File: config.mk
export PLATFORM = sky130hd
export DESIGN_NAME = fir_decim
export DESIGN_NICKNAME = d
export VERILOG_FILES = /design/src/rtl/fir_pkg.sv /design/src/rtl/fir_dot_product.sv /design/src/rtl/fir_decim.sv
export SDC_FILE = /design/constraint.sdc
export NUM_CORES = 2
export LEC_CHECK = 0
export CAP_MARGIN = 25
export CORE_MARGIN = 5
export CORE_UTILIZATION = 65
export DETAILED_ROUTE_END_ITERATION = 7
export DONT_BUFFER_PORTS = 1
export MAX_ROUTING_LAYER = met4
export PLACE_DENSITY = 0.79
export SKIP_LAST_GASP = 1
export SYNTH_ARGS = -nofsm -noshare
export SYNTH_HDL_FRONTEND = slang
export SYNTH_SLANG_ARGS = --single-unit
File: constraint.sdc
create_clock -name clk -period 30.2 [get_ports clk]
set_input_delay 7.55 -clock clk [delete_from_list [all_inputs] [get_ports clk]]
set_output_delay 7.55 -clock clk [all_outputs]
set_load 0.02 [all_outputs]
File: src/rtl/fir_pkg.sv
// Shared FIR definitions: default widths, accumulator sizing and saturation helper.
// Used by fir_decim, fir_dot_product, fir_tbn and the benches.
package fir_pkg;

   localparam int DEF_DATA_WIDTH      = 5;
   localparam int DEF_TAP_COEFF_WIDTH = 5;
   localparam int DEF_NUM_TAPS        = 50;

   // Worst-case sum of taps full-precision products fits without overflow.
   function automatic int acc_width(input int dw, input int cw, input int taps);
      return dw + cw + $clog2(taps);
   endfunction

   function automatic longint sat_to_width(input longint v, input int w);
      longint hi;
      longint lo;
      hi = (longint'(1) <<< (w - 1)) - longint'(1);
      lo = -(longint'(1) <<< (w - 1));
      if (v > hi) return hi;
      if (v < lo) return lo;
      return v;
   endfunction

endpackage

File: src/rtl/fir_dot_product.sv
// Combinational multiply-accumulate of NUM_TAPS sample/coefficient pairs.
// Returns the full ACC_WIDTH sum; shared between fir_decim and fir_tbn.
module fir_dot_product
   import fir_pkg::*;
#(
   parameter int DATA_WIDTH      = DEF_DATA_WIDTH,
   parameter int TAP_COEFF_WIDTH = DEF_TAP_COEFF_WIDTH,
   parameter int NUM_TAPS        = DEF_NUM_TAPS,
   parameter int ACC_WIDTH       = acc_width(DATA_WIDTH, TAP_COEFF_WIDTH, NUM_TAPS)
) (
   input  logic signed [DATA_WIDTH-1:0]      samples [NUM_TAPS],
   input  logic signed [TAP_COEFF_WIDTH-1:0] coeffs  [NUM_TAPS],
   output logic signed [ACC_WIDTH-1:0]       sum
);

   localparam int PROD_WIDTH = DATA_WIDTH + TAP_COEFF_WIDTH;

   always_comb begin
      sum = '0;
      for (int k = 0; k < NUM_TAPS; k++) begin
         sum = sum + ACC_WIDTH'(PROD_WIDTH'(samples[k]) * PROD_WIDTH'(coeffs[k]));
      end
   end

endmodule

File: src/rtl/fir_decim.sv
// Decimate-by-DECIM FIR with runtime coefficients and registered output strobe.
// Define FIR_DECIM_SAT_EN to saturate the output instead of two's-complement wrap.
module fir_decim
   import fir_pkg::*;
#(
   parameter int DATA_WIDTH      = DEF_DATA_WIDTH,
   parameter int TAP_COEFF_WIDTH = DEF_TAP_COEFF_WIDTH,
   parameter int NUM_TAPS        = DEF_NUM_TAPS,
   parameter int DECIM           = 2,
   parameter int OUT_SHIFT       = 0
) (
   input  logic                              clk,
   input  logic                              rst,
   input  logic                              in_valid,
   input  logic signed [DATA_WIDTH-1:0]      in,
   input  logic signed [TAP_COEFF_WIDTH-1:0] tap_coeffs [NUM_TAPS],
   output logic                              out_valid,
   output logic signed [DATA_WIDTH-1:0]      out
);

   localparam int ACC_WIDTH = acc_width(DATA_WIDTH, TAP_COEFF_WIDTH, NUM_TAPS);
   localparam int PH_WIDTH  = (DECIM > 1) ? $clog2(DECIM) : 1;
   localparam int HIST      = (NUM_TAPS > 1) ? NUM_TAPS - 1 : 1;
   localparam logic [PH_WIDTH-1:0] LAST_PHASE = PH_WIDTH'(DECIM - 1);

   // The oldest delay-line slot never reaches the product sum, so only
   // NUM_TAPS-1 past samples are stored; the incoming sample is tap 0.
   logic signed [DATA_WIDTH-1:0] hist_p0 [HIST];
   logic signed [DATA_WIDTH-1:0] window  [NUM_TAPS];
   logic [PH_WIDTH-1:0]          phase_p0;
   logic                         trigger;
   logic signed [ACC_WIDTH-1:0]  acc;
   logic signed [DATA_WIDTH-1:0] out_p1;
   logic                         vld_p1;

   function automatic logic signed [DATA_WIDTH-1:0] scale_limit(input logic signed [ACC_WIDTH-1:0] a);
      logic signed [ACC_WIDTH-1:0] shifted;
      shifted = a >>> OUT_SHIFT;
`ifdef FIR_DECIM_SAT_EN
      return DATA_WIDTH'(sat_to_width(longint'(shifted), DATA_WIDTH));
`else
      return DATA_WIDTH'(shifted);
`endif
   endfunction

   always_comb begin
      window[0] = in;
      for (int k = 1; k < NUM_TAPS; k++) begin
         window[k] = hist_p0[k-1];
      end
   end

   assign trigger = in_valid && (phase_p0 == LAST_PHASE);

   fir_dot_product #(
      .DATA_WIDTH      (DATA_WIDTH),
      .TAP_COEFF_WIDTH (TAP_COEFF_WIDTH),
      .NUM_TAPS        (NUM_TAPS),
      .ACC_WIDTH       (ACC_WIDTH)
   ) u_dot (
      .samples (window),
      .coeffs  (tap_coeffs),
      .sum     (acc)
   );

   // p0 -> p1: delay line and phase advance; output register loads on trigger
   always_ff @(posedge clk) begin
      if (rst) begin
         for (int k = 0; k < HIST; k++) begin
            hist_p0[k] <= '0;
         end
         phase_p0 <= '0;
         out_p1   <= '0;
         vld_p1   <= 1'b0;
      end else begin
         vld_p1 <= trigger;
         if (in_valid) begin
            hist_p0[0] <= in;
            for (int k = 1; k < HIST; k++) begin
               hist_p0[k] <= hist_p0[k-1];
            end
            phase_p0 <= (phase_p0 == LAST_PHASE) ? '0 : phase_p0 + PH_WIDTH'(1);
         end
         if (trigger) begin
            out_p1 <= scale_limit(acc);
         end
      end
   end

   assign out_valid = vld_p1;
   assign out       = out_p1;

endmodule

# --- After elaboration in Yosys (flattened, before gate mapping) ---
# Memories as Yosys holds them, arrays and structs flattened.
# Cells that the tools add are included.
word_totals:
  out_inout_bits: 6
  ff_bits: 7
  ramBits: 245
  word_cells: 209
  n_memories: 1
  input_bits: 258
op_classes:
  n_addsub: 50
  n_mul: 50
  n_reduce_logical: 1
  mux: 55
  n_bitwise: 49
memory_table:
  columns: ["name", "words", "width", "read_ports", "rd_clocked_by_memory_dff", "wr", "line_no", "source"]
  rows:
  - ["hist_p0", 49, 5, 49, 0, 49, "fir_decim.sv:28", "logic signed [DATA_WIDTH-1:0] hist_p0 [HIST];"]
ops:
  columns: ["op", "n"]
  rows:
  - ["multiplier 5 x 5 -> 5 bit", 50]
  - ["adder 5 bit", 49]
  - ["two-way mux 5 bit", 49]
  - ["OR 1 bit", 49]
  - ["two-way mux 1 bit", 6]
  - ["adder 1 bit, second input constant", 1]
  - ["logical AND 1 bit", 1]

# --- Longest topological paths before layout ---
logic_depth:
  ltp_word: 50
  ltp_mapped: 36
  ltp_nobuf: 36

# --- By module ---
# A second synthesis with hierarchy kept.
unflattened:
  cells_unflattened: 6745
  area_unflattened_um2: 72139.2
modules_own_cells:
  columns: ["mod", "instances", "area_per_inst_um2", "seq_area_each_um2", "cells_per_inst"]
  rows:
  - ["fir_dot_product", 1, 62772.7, 0.0, 6197]
  - ["fir_decim", 1, 9366.5, 7497.2, 548]

# --- Least setup slack after synthesis ---
# Ideal clock, no wire load.
synth_path:
  kind: "input port to flip-flop"
  startpoint: "input port tap_coeffs[20] (netlist bit)"
  endpoint: "register out_p1[4] (netlist: out[4])"
  n_path_buf: 0
  arrival_time_ps: 16602
  required_time_ps: 30109
  setup_slack_ps: 13507
  setup_time_ps: 91
  stages: 35
  cell_sequence: "nand2_1 > fa_1 > inv_1 > ha_1 > inv_1 > fa_1 > inv_1 > fa_1 > inv_1 > fa_1 > inv_1 > fa_1 > inv_1 > fa_1 > inv_1 > fa_1 > inv_1 > fa_1 > inv_1 > fa_1 > fa_1 > fa_1 > fa_1 > ha_1 > fa_1 > xor2_1 > xnor2_1 > xnor2_1 > xnor2_1 > xnor2_1 > xnor2_1 > xnor2_1 > xnor3_1 > xnor3_1 > a311oi_1"
synth_between:
  elab_chain_cells: 6
synth_rtl:
  columns: ["element", "line_no", "source"]
  rows:
  - ["start: declaration", "fir_decim.sv:16", "input logic signed [TAP_COEFF_WIDTH-1:0] tap_coeffs [NUM_TAPS],"]
  - ["multiplier 5 x 5 -> 5 bit", "fir_dot_product.sv:21", "sum = sum + ACC_WIDTH'(PROD_WIDTH'(samples[k]) * PROD_WIDTH'(coeffs[k]));"]
  - ["adder 5 bit (5 in a row)", "fir_dot_product.sv:21", null]
  - ["end signal: assignment", "fir_decim.sv:85", "out_p1 <= scale_limit(acc);"]
  - ["end: declaration", "fir_decim.sv:33", "logic signed [DATA_WIDTH-1:0] out_p1;"]
# Every way passes these cells.
# A chain may end at the register's enable or synchronous reset.

# --- Worst setup path in the final report ---
layout_path:
  startpoint: "input port tap_coeffs[80] (netlist bit)"
  endpoint: "register out_p1[4] (netlist: out[4])"
layout_between:
  elab_chain_cells: 18
layout_rtl:
  columns: ["element", "line_no"]
  rows:
  - ["multiplier 5 x 5 -> 5 bit", "fir_dot_product.sv:21"]
  - ["adder 5 bit (17 in a row)", "fir_dot_product.sv:21"]
# Every way passes these cells.

==> results_dict.tcl <==
set metrics [dict create \
    routed_wl_um 101000 \
    die_area_um2 54600 \
    core.rowCount 82 \
    detail-route-antenna-nets 0 \
    grt_setup_unrepaired "false" \
    grt.total_usage_pct 38.7 \
    number_of_fill_cells 3915 \
    synth_nets 4153 \
    critical_path.max_stage_delay_ns 0.59 \
    hold_buffers 0 \
    cts-resized-gates 0 \
    max-slew-margin-rel_pct 35.8 \
    tightest_slew_ns 0.964 \
    placeableCoreArea_um2 49900 \
    timing.critical_path.slowest_stage_cell "fa_1" \
    route.detailed.vias_per_inst 5.56 \
    chipWidth_um 234 \
    cts.reportedPaths.clkPinSlew_ns 0.06 \
    synth_largest_area_cell "fa_1" \
    grt_max_degree 106 \
    detailroute.wirelength.met3_um 14500 \
    synth.avg_cell_area_um2 10.3 \
    critPathArrivalTime_ns 17.14 \
    most_area_consuming_cells_after_synthesis "fa_1 26%, edfxtp_1 23%, xnor2_1 13%, ha_1 12%, and2_1 11%" \
    finalHoldViolations 0 \
    post_cts.repair.setup_buffers 0 \
    clock_insertion_delay_worst_skew_ns 0.63 \
    clock.fmax_mhz 60.2 \
    floorplan.io_pins 264 \
    syn_inst 3168 \
    place.port_buffers 0 \
    final_layout_size_suffix_gt1_share_pct 2.04 \
    cts_inserted_buffers 31 \
    cts_buffer_depth 3 \
    detail_route.iter0.violations 1828 \
    cp_max_fo 5 \
    timing.critical_path.mode_cell "fa_1" \
    finalClockSkew_ns 0.0228 \
    post_synth_instance_area_um2 32500 \
    synth_cell_types 24 \
    final_critical_period_ns 16.61 \
    finalSetupViolCount 0 \
    critical_path_class "primary input to register" \
    area_growth_pct 5.42 \
    min_path_type "register to register" \
    met2_length_um 43900 \
    final_max_slew_viol_count 0 \
    antenna_violations_before_repair 3 \
    hold_ws_ns 0.552 \
    finalCritPeriodShare_pct 55.0 \
    cts.htree.levels 1 \
    grt_pass1_vias 23042 \
    route.top_layer_used "met4" \
    grt_residual_overflow 0 \
    drt_first_pass_iters 5 \
    m1WireLength_um 39700 \
    maxCapViolCount 0 \
    run_status "finished clean" \
    remaining_drc_errors 0 \
    place_hpwl_um 87300 \
    crit_path_end_kind "register" \
    cts_tree "built" \
    routabilityCongestion 1.01 \
    ys.warnings.count 0 \
    floorplan.initialDensity_pct 65.3 \
    crit_required_ns 30.73 \
    synth_sequential_area_ratio_pct 23.0 \
    multi_input_comb_area_um2 22800 \
    setup.reg_to_reg.worst_slack_ns 19.91 \
    via_count 21498 \
    fin_tns_setup_ns 0 \
    chipHeight_um 234 \
    global_route_wire_length_before_repair_um 148000 \
    tritoncts_sinks 252 \
    seqCellArea_um2 7500 \
    clockRootBuffer "clkbuf_16" \
    routed_wire_length_per_instance_um 26.2 \
    register_bit_total_from_synthesis 252 \
    area_share_of_the_largest_cell_type_after_synthesis_pct 26.0 \
    kind_of_start_point_of_the_critical_path "primary input" \
    final_nets 4147 \
]
## final cells by class
type                    instances  share of cell area [%]
diodes                          7                  0.0511
clock buffers                  33                    2.28
clock inverters                25                   0.700
inverters                     559                    6.12
multi-input cells            2313                    66.4
flip-flops and latches        252                    21.9
well taps                     672                    2.45
repair buffers                  5                   0.109
## path summary, 6_finish.rpt
check / from / endpoint / cells past startpoint
setup / recovery: tap_coeffs[80] / out[4]$_SDFFE_PP0P_ / 33
hold reg to reg: out[0]$_SDFFE_PP0P_ / out[0]$_SDFFE_PP0P_ / 2
hold / removal: out[0]$_SDFFE_PP0P_ / out[0]$_SDFFE_PP0P_ / 2
setup reg to reg: hist_p0[1][0]$_SDFFCE_PN0P_ / out[4]$_SDFFE_PP0P_ / 33
## cells by family after synthesis
| logic type | count (synthesis) | share of synthesized area, % |
|---|---|---|
| AOI/OAI and AO/OA | 13 | 0.219 |
| DFF | 252 | 23.0 |
| xor gates and xnor gates | 543 | 14.9 |
| buffers and inverters | 603 | 6.95 |
| adders and majority gates | 729 | 37.7 |
| and+or+nand+nor | 1028 | 17.2 |
## cells in the mapped netlist (all sizes together)
cell    count
nand2b     24
a211oi      1
nor2b     104
nand2     333
a311oi      1
nand3       4
xor2       65
edfxtp    245
o21ai       5
inv       559
fa        422
a21oi       6
or2         2
xnor3       4
dfxtp       7
clkbuf     44
ha        305
and2      556
xnor2     474
maj3        2
nor2        5
## critical path, delay by kind of cell
family	cells	cell delay, ns
adders and majority gates	15	7.03
and+or+nand+nor	1	0.06
xor gates and xnor gates	9	1.81
AOI/OAI and AO/OA	1	0.26
buffers and inverters	7	0.42
## registers in the layout, summed over array words and instances, names as in the netlist
signal and cells:
hist_p0 245, out 5, out_valid 1, phase_p0 1
## metrics by stage
step                cells  worst slack, ns  cell area, µm²  utilization, %
floorplan            3168            13.51           32500               -
global placement     3801            13.14           33300            66.7
detailed placement   3801            13.01           33300            66.7
CTS                  3859            13.64           34300            68.8
global route         3863            13.24           34300            68.8
finish               3866            13.59           34300            68.8
## layer usage
layer	GRT usage, %	vias to the layer above
met5	-	-
met4	9.56	0
met3	18.1	152
met2	55.9	980
met1	50.0	10861
li1	-	9505
## cell usage in the layout (no fill, tap or decap)
cell	Yosys	final
inv_1	559	559
and2_1	553	553
xnor2_1	471	471
fa_1	422	422
nand2_1	333	333
ha_1	305	305
edfxtp_1	245	245
nor2b_1	104	103
xor2_1	65	65
clkbuf_16	0	31
nand2b_1	24	24
diode_2	0	7
dfxtp_1	7	7
a21oi_1	6	6
clkinv_2	0	6
o21ai_0	5	5
nor2_1	5	5
clkinvlp_4	0	5
clkinv_1	0	5
buf_4	0	5
nand3_1	4	4
xnor3_1	4	4
and2_2	3	3
bufinv_16	0	3
inv_6	0	3
maj3_1	2	2
xnor2_2	2	2
clkinv_4	0	2
clkbuf_1	44	2
a211oi_1	1	1
or2_2	2	1
or2_4	0	1
nor2b_4	0	1
xnor2_4	1	1
a311oi_1	1	1
inv_16	0	1
Power is not shown: default switching activity piles up to over one toggle a cycle in this logic, so the estimate is an artifact.
